[config.mk]
export PLATFORM = sky130hd
export DESIGN_NAME = pipe_hazard_ctl
export DESIGN_NICKNAME = d
export VERILOG_FILES = /design/src/rtl/pipe_pkg.sv /design/src/rtl/pipe_fwd_sel.sv /design/src/rtl/pipe_hazard_ctl.sv
export SDC_FILE = /design/constraint.sdc
export NUM_CORES = 1
export LEC_CHECK = 0
export BUFFER_PORTS_ARGS = -buffer_cell sky130_fd_sc_hd__buf_2
export CAP_MARGIN = 10
export CORE_MARGIN = 5
export CORE_UTILIZATION = 48
export CTS_BUF_LIST = sky130_fd_sc_hd__clkbuf_4
export DETAILED_ROUTE_END_ITERATION = 10
export GPL_TIMING_DRIVEN = 0
export PLACE_DENSITY = 0.91
export SYNTH_ARGS = -nofsm -noshare
export SYNTH_HDL_FRONTEND = slang
export SYNTH_SLANG_ARGS = --single-unit
[constraint.sdc]
create_clock -name clk -period 2.5 [get_ports clk]
set_input_delay 0.125 -clock clk [delete_from_list [all_inputs] [get_ports clk]]
set_output_delay 0.125 -clock clk [all_outputs]
set_load 0.02 [all_outputs]
[src/rtl/pipe_pkg.sv]
// Shared types for the pipeline hazard controller: FSM state encoding and
// forwarding-mux select codes.
package pipe_pkg;

  typedef enum logic [1:0] {
    RUN,
    LU_STALL,
    DRAIN,
    HALTED
  } hz_state_t;

  typedef logic [1:0] fwd_sel_t;

  localparam fwd_sel_t FWD_RF = 2'b00;
  localparam fwd_sel_t FWD_S4 = 2'b01;
  localparam fwd_sel_t FWD_S5 = 2'b10;

endpackage

[src/rtl/pipe_fwd_sel.sv]
// Per-operand forwarding select: the EX/MEM result wins over the MEM/WB result,
// and register 0 never forwards.
module pipe_fwd_sel
  import pipe_pkg::*;
#(
  parameter int unsigned ADDR_LEFT = 4
) (
  input  logic [ADDR_LEFT:0] src_addr,
  input  logic               rw_s4,
  input  logic               sel_mem_s4,
  input  logic [ADDR_LEFT:0] waddr_s4,
  input  logic               rw_s5,
  input  logic [ADDR_LEFT:0] waddr_s5,
  output fwd_sel_t           sel
);

  logic src_nz;
  logic hit_s4;
  logic hit_s5;

  assign src_nz = (src_addr != '0);
  // A load in EX/MEM has no data yet, so it cannot be a forwarding source.
  assign hit_s4 = !rw_s4 && !sel_mem_s4 && (waddr_s4 == src_addr) && src_nz;
  assign hit_s5 = !rw_s5 && (waddr_s5 == src_addr) && src_nz;

  always_comb begin
    sel = FWD_RF;
    if (hit_s4) begin
      sel = FWD_S4;
    end else if (hit_s5) begin
      sel = FWD_S5;
    end
  end

endmodule

[src/rtl/pipe_hazard_ctl.sv]
// Hazard and forwarding controller for the 5-stage core: operand forwarding,
// load-use stalls, data-memory freeze, halt sequencing and a stall counter.
module pipe_hazard_ctl
  import pipe_pkg::*;
#(
  parameter int unsigned REG_WORDS  = 32,
  parameter int unsigned ADDR_LEFT  = $clog2(REG_WORDS) - 1,
  parameter int unsigned LOAD_STALL = 1,
  parameter int unsigned CNT_BITS   = 16
) (
  input  logic                clk,
  input  logic                rst,
  input  logic [ADDR_LEFT:0]  r1_addr_s2,
  input  logic [ADDR_LEFT:0]  r2_addr_s2,
  input  logic                uses_r1_s2,
  input  logic                uses_r2_s2,
  input  logic                halt_s2,
  input  logic [ADDR_LEFT:0]  r1_addr_s3,
  input  logic [ADDR_LEFT:0]  r2_addr_s3,
  input  logic                rw_s3,
  input  logic                sel_mem_s3,
  input  logic [ADDR_LEFT:0]  waddr_s3,
  input  logic                rw_s4,
  input  logic                sel_mem_s4,
  input  logic [ADDR_LEFT:0]  waddr_s4,
  input  logic                rw_s5,
  input  logic [ADDR_LEFT:0]  waddr_s5,
  input  logic                halt_s5,
  input  logic                mem_busy,
  output logic [1:0]          fwd_r1_sel,
  output logic [1:0]          fwd_r2_sel,
  output logic                stall_if,
  output logic                stall_id,
  output logic                flush_s3,
  output logic                freeze,
  output logic                halted,
  output logic [CNT_BITS-1:0] stall_cnt
);

  localparam logic [1:0] LuInit = 2'(LOAD_STALL - 1);

  hz_state_t            state_q, state_d;
  logic [1:0]           ctr_q, ctr_d;
  logic [CNT_BITS-1:0]  stall_cnt_q;
  logic                 lu;
  logic                 lu_r1;
  logic                 lu_r2;

  pipe_fwd_sel #(
    .ADDR_LEFT (ADDR_LEFT)
  ) u_fwd_r1 (
    .src_addr   (r1_addr_s3),
    .rw_s4      (rw_s4),
    .sel_mem_s4 (sel_mem_s4),
    .waddr_s4   (waddr_s4),
    .rw_s5      (rw_s5),
    .waddr_s5   (waddr_s5),
    .sel        (fwd_r1_sel)
  );

  pipe_fwd_sel #(
    .ADDR_LEFT (ADDR_LEFT)
  ) u_fwd_r2 (
    .src_addr   (r2_addr_s3),
    .rw_s4      (rw_s4),
    .sel_mem_s4 (sel_mem_s4),
    .waddr_s4   (waddr_s4),
    .rw_s5      (rw_s5),
    .waddr_s5   (waddr_s5),
    .sel        (fwd_r2_sel)
  );

  assign lu_r1  = uses_r1_s2 && (r1_addr_s2 == waddr_s3);
  assign lu_r2  = uses_r2_s2 && (r2_addr_s2 == waddr_s3);
  assign lu     = sel_mem_s3 && !rw_s3 && (waddr_s3 != '0) && (lu_r1 || lu_r2);
  assign freeze = mem_busy && (state_q != HALTED);

  always_ff @(posedge clk or posedge rst) begin
    if (rst) begin
      state_q <= RUN;
      ctr_q   <= 2'd0;
    end else begin
      state_q <= state_d;
      ctr_q   <= ctr_d;
    end
  end

  // While frozen, state and counter hold; lu and halt are re-evaluated later.
  always_comb begin
    state_d = state_q;
    ctr_d   = ctr_q;
    if (!freeze) begin
      unique case (state_q)
        RUN: begin
          if (lu) begin
            ctr_d = LuInit;
            if (LuInit != 2'd0) begin
              state_d = LU_STALL;
            end
          end else if (halt_s2) begin
            state_d = DRAIN;
          end
        end
        LU_STALL: begin
          ctr_d = ctr_q - 2'd1;
          if (ctr_q <= 2'd1) begin
            state_d = RUN;
          end
        end
        DRAIN: begin
          if (halt_s5) begin
            state_d = HALTED;
          end
        end
        HALTED: begin
          state_d = HALTED;
        end
        default: begin
          state_d = RUN;
        end
      endcase
    end
  end

  always_comb begin
    stall_if = 1'b0;
    stall_id = 1'b0;
    flush_s3 = 1'b0;
    halted   = 1'b0;
    unique case (state_q)
      RUN: begin
        if (lu && !freeze) begin
          stall_if = 1'b1;
          stall_id = 1'b1;
          flush_s3 = 1'b1;
        end
      end
      LU_STALL: begin
        stall_if = 1'b1;
        stall_id = 1'b1;
        flush_s3 = 1'b1;
      end
      DRAIN: begin
        stall_if = 1'b1;
      end
      HALTED: begin
        stall_if = 1'b1;
        stall_id = 1'b1;
        flush_s3 = 1'b1;
        halted   = 1'b1;
      end
      default: begin
        stall_if = 1'b0;
      end
    endcase
    // A frozen ID/EX keeps its contents, so injecting a bubble would drop an instruction.
    if (freeze) begin
      flush_s3 = 1'b0;
    end
  end

  always_ff @(posedge clk or posedge rst) begin
    if (rst) begin
      stall_cnt_q <= '0;
    end else if ((state_q != HALTED) && (stall_id || freeze) && (stall_cnt_q != '1)) begin
      stall_cnt_q <= stall_cnt_q + {{(CNT_BITS - 1){1'b0}}, 1'b1};
    end
  end

  assign stall_cnt = stall_cnt_q;

endmodule
* Word level (Yosys, flattened, before mapping) *
Cells that the tools add are included.

word-level totals
  input bits = 47
  logic and storage cells = 73
  output and inout port bits = 25
  register bits after elaboration = 20

cells by class
  bitwise operators = 1
  reductions and logical operators = 34
  equality and inequality tests = 16
  add/sub/neg operators = 2
  order comparisons = 1
  muxes and demuxes = 16

operators by type and width
  operator                 count
  $eq A5 B5 Y1             6
  $logic_and A1 B1 Y1      18
  $mux W2                  9
  $add A16 B1 Y16 const B  1
  $ne A16 B16 Y1 const B   1
  $reduce_bool A5 Y1       3
  $ne A2 B2 Y1 const B     6
  $pmux W2 S4              1
  $logic_not A1 Y1         5
  $reduce_and A5 Y1        1
  $eq A2 B2 Y1 const B     2
  $pmux W1 S2              2
  $pmux W2 S2              1
  $mux W1                  3
  $reduce_and A3 Y1        1
  $reduce_or A3 Y1         1
  $eq A2 B1 Y1 const B     1
  $le A2 B1 Y1 const B     1
  $logic_not A2 Y1         1
  $logic_or A1 B1 Y1       2
  $reduce_bool A2 Y1       1
  $reduce_or A2 Y1         1
  $sub A2 B1 Y2 const B    1
  $not A1 Y1               1

* Depth between registers and ports, before layout *
  word-level depth = 10
  depth in mapped cells = 8
  depth with buffers taken out = 7

* By module *
From an unflattened synthesis, not the netlist that was laid out.

unflattened totals
  cell total of the unflattened synthesis = 161
  area, all modules = 1,503.9 µm²

by module, submodules not included
  module           cells each  area an instance (µm²)  times used
  pipe_hazard_ctl  123         1,218.7                 1
  pipe_fwd_sel     19          142.6                   2

* Least setup slack after synthesis *
No wires, ideal clock.

  path type = register to register
  start = register stall_cnt_q[0], in the netlist stall_cnt[0]
  end = register stall_cnt_q[3], in the netlist stall_cnt[3]
  data arrival time = 1.828 ns
  setup slack = 0.542 ns
  data required time = 2.370 ns
  cell stages (with the launch flop) = 9
  clock period less this slack = 1.958 ns
  cells stage by stage = dfrtp_1 ha_1 and3_1 and3_1 and2_1 nand3_2 buf_4 nand3b_1 xnor2_1

between the ends
  longest elaborated chain between the ends = 2
  elaborated cells on any way between the ends = 3

RTL lines
  what                                                     RTL line                text
  from (decl)                                              pipe_hazard_ctl.sv:44   logic [CNT_BITS-1:0] stall_cnt_q;
  from (signal assigned)                                   pipe_hazard_ctl.sv:166  stall_cnt_q <= stall_cnt_q + {{(CNT_BITS - 1){1'b0}}, 1'b1};
  branches (longest 2 deep; another with $add A16 B1 Y16)  -

Several ways; the timed one is not identified.
A chain may end at the register's enable or synchronous reset.

* Worst setup path in the final report *
Same ends and word-level chain as after synthesis.

==> summary.md <==
| Metric | Value |
|---|---|
| Mapped Nets | 206 |
| CTS tree | done |
| Clk_skew | 0.00121 ns |
| Top post-synthesis cells by area | dfrtp_1 (33%), xnor2_1 (21%), nand3_2 (7.4%) |
| Synth area leader | dfrtp_1 |
| Clock transition at the registers of the reported paths | 0.11 ns |
| Leakage | 0.953 nW |
| Reg area | 500 µm² |
| Placed insts | 272 |
| Number of enable flip-flop cells after synthesis | 0 |
| Min-delay worst type | in2reg |
| Pin count of the biggest net entering global routing | 21 |
| Worst setup SP type | flip-flop |
| Crit Path Max Fanout | 10 |
| Synth top area share | 33.5% |
| Die Width | 65.8 µm |
| Slew margin rel. | 52.4% |
| Distinct cells, synth | 31 |
| CTS sink cnt | 20 |
| Clk_lat worst skew | 0.30 ns |
| Max Cap Viol | 0 |
| Placer Congestion | 0.869 |
| Post-synthesis cell count | 157 |
| Share of cells above drive strength 1 | 38.6% |
| Unrepaired setup endpoints after global routing | no |
| Crit path to | stall_cnt[3] |
| Layout Area Growth over Synthesis | 29.9% |
| Top-count cell post-synth | xnor2_1 |
| CTS H-tree lvls | 1 |
| Pre-antenna DRT Iters | 4 |
| Fill count | 261 |
| Vias in the first global route | 1406 |
| Num rows | 20 |
| Worst r2r src | stall_cnt[0] |
| Core box area | 3030 µm² |
| DP Wirelength | 3030 µm |
| Maximum root-to-sink buffer count | 2 |
| Fmax | 489 MHz |
| Max rail drop VDD | 0.140 mV |
| Final core utilization | 64.1% |
| Vias after detailed routing | 1395 |
| Top FF cell, synth | dfrtp_1 |
| Grt ovf | 0 |
| Worst Setup SP | stall_cnt[0] |
| CP required | 2.70 ns |
| Post-DRT Antenna Nets | 0 |
| Initial antenna violation count | 0 |
| Iter 0 DRT Violations | 57 |
| Hold Vio Cnt, Final | 0 |
| Final WL | 3530 µm |
| Root Buffer | clkbuf_4 |
| Reg2reg setup slack | 0.46 ns |
| Yosys reg bits | 20 |
| IO buf count | 71 |
| Die Y | 65.8 µm |
| Worst Reg-to-Reg Cells | 8 |
| IO Pins | 72 |
| Fin. max-slew vios | 0 |
| Critical Path AT | 2.24 ns |
| Final count of negative-setup-slack endpoints | 0 |
| DRC | 0 |
| Post-route insts no fill | 277 |
| Layout Nets | 283 |
| Fin crit period | 2.04 ns |
| WHS | 0.0337 ns |
| Starting Density | 49.4% |
| PwrDens | 375 nW/µm² |
| Register area share after synthesis | 33.5% |
| Cts bufs inserted | 3 |
| Crit Path Category | reg2reg |
| CP endpoint kind | flip-flop |
| Status | completed |
| Die Area | 4330 µm² |
| Yosys warnings | 0 |
| GRT Overall Usage | 17.2% |
| Area of the multi-input gates | 927 µm² |
| Postcts setup bufs | 0 |
| Vias per Instance | 5.04 |
| Synth cell count leaders | xnor2_1 (35), dfrtp_1 (20), and3_1 (11), nand3_2 (11), nor2_1 (10) |
| Netlist Area Pre-Place | 1500 µm² |
| N_diodes | 0 |
| RR Endpoint | stall_cnt[3] |
| Total Neg Setup Slack | 0 ns |
| Period utilisation layout | 81.8% |
| Slew @ Worst Pin | 0.713 ns |
| Routed wire length per instance | 12.8 µm |
| Asr flop ratio synth | 100% |
| Avg Synthesized Cell Area | 9.52 µm² |
| First-pass GRT wire length | 5870 µm |
metal layers:
layer / routed length [µm] / up-vias / share of wire (%) / global-route usage [%]
met5: 0 / - / 0 / 0
met4: 61 / 0 / 1.7 / 5.70
met3: 258 / 6 / 7.3 / 3.74
met2: 1860 / 52 / 53 / 33.3
met1: 1350 / 641 / 38 / 17.9
li1: - / 696 / - / -
worst min path at each step:
stage                     startpoint           end  slack, ns  depth (start not counted)
final                       mem_busy    state_q[1]       0.03                          2
after global routing        mem_busy    state_q[1]       0.04                          2
after CTS                   mem_busy    state_q[1]       0.03                          2
after detailed placement         rst  stall_cnt[0]       0.28                          2
after global placement           rst  stall_cnt[3]       0.28                          2
after floorplan                  rst      ctr_q[0]       0.09                          1
cell type report:
cell class / count / area share, %
repair buffers: 72 / 18.8
flip-flops and latches: 20 / 25.8
clock inverters: 1 / 0.193
multi-input cells: 124 / 47.7
well taps: 44 / 2.84
plain buffers: 5 / 1.93
inverters: 8 / 1.55
clock buffers: 3 / 1.16
state kept, by name, indices dropped and copies added, names as in the netlist:
register / flops
ctr_q: 2
stall_cnt: 16
state_q: 2
metrics by stage:
stage / setup slack [ns] / instance area, µm² / power (mW)
finish: 0.456 / 1940 / 0.728
global route: 0.346 / 1940 / 0.772
detailed placement: 0.477 / 1910 / 0.579
floorplan: 0.542 / 1500 / 0.483
global placement: 0.531 / 1910 / 0.567
CTS: 0.459 / 1940 / 0.730
critical path, cell delays in order (launching register included):
cell and delay [ns]:
dfrtp_1 0.44, ha_1 0.23, and3_1 0.21, and3_1 0.22, and2_1 0.21, nand3_2 0.15
buf_4 0.23, nand3b_1 0.11, xnor2_1 0.14
power breakdown:
| group | total, mW | internal, mW | switching (mW) |
|---|---|---|---|
| sequential | 0.372 | 0.345 | 0.0267 |
| combinational | 0.201 | 0.0947 | 0.106 |
| clock | 0.155 | 0.0583 | 0.0969 |
placed cells by master, fill, tap and decap left out, types with 2 or more instances in the layout:
| cell | Yosys | routed |
|---|---|---|
| dfrtp_1 | 20 | 20 |
| a21o_1 | 2 | 2 |
| nand3_1 | 2 | 2 |
| and2_1 | 5 | 5 |
| clkbuf_4 | 0 | 3 |
| nor4_1 | 4 | 4 |
| nor2_1 | 10 | 10 |
| buf_2 | 0 | 71 |
| xor2_1 | 8 | 8 |
| o21ai_0 | 2 | 2 |
| a21oi_1 | 4 | 4 |
| ha_1 | 2 | 2 |
| xnor2_1 | 35 | 35 |
| and3_1 | 11 | 11 |
| inv_1 | 8 | 8 |
| nand2_1 | 7 | 7 |
| nand4_1 | 7 | 7 |
| nand3_2 | 11 | 11 |
| or4_1 | 3 | 3 |
| buf_4 | 3 | 3 |
cells by family (layout without fill, tap and decap cells):
logic type / count (synthesis) / after routing / share of synthesized area, %
simple gates: 62 / 62 / 26.1
xor+xnor: 43 / 43 / 25.2
flops: 20 / 20 / 33.5
compound gates: 15 / 15 / 7.62
buf+inv: 13 / 89 / 4.52
fa+ha+maj: 2 / 2 / 1.67
mux: 2 / 2 / 1.42
timing repair:
action	CTS	global route
hold endpoints to repair	20	0
hold buffers	1	0
endpoints found under the setup margin	0	0
gates resized for setup	0	0
Power figures use the tool's default switching activity.
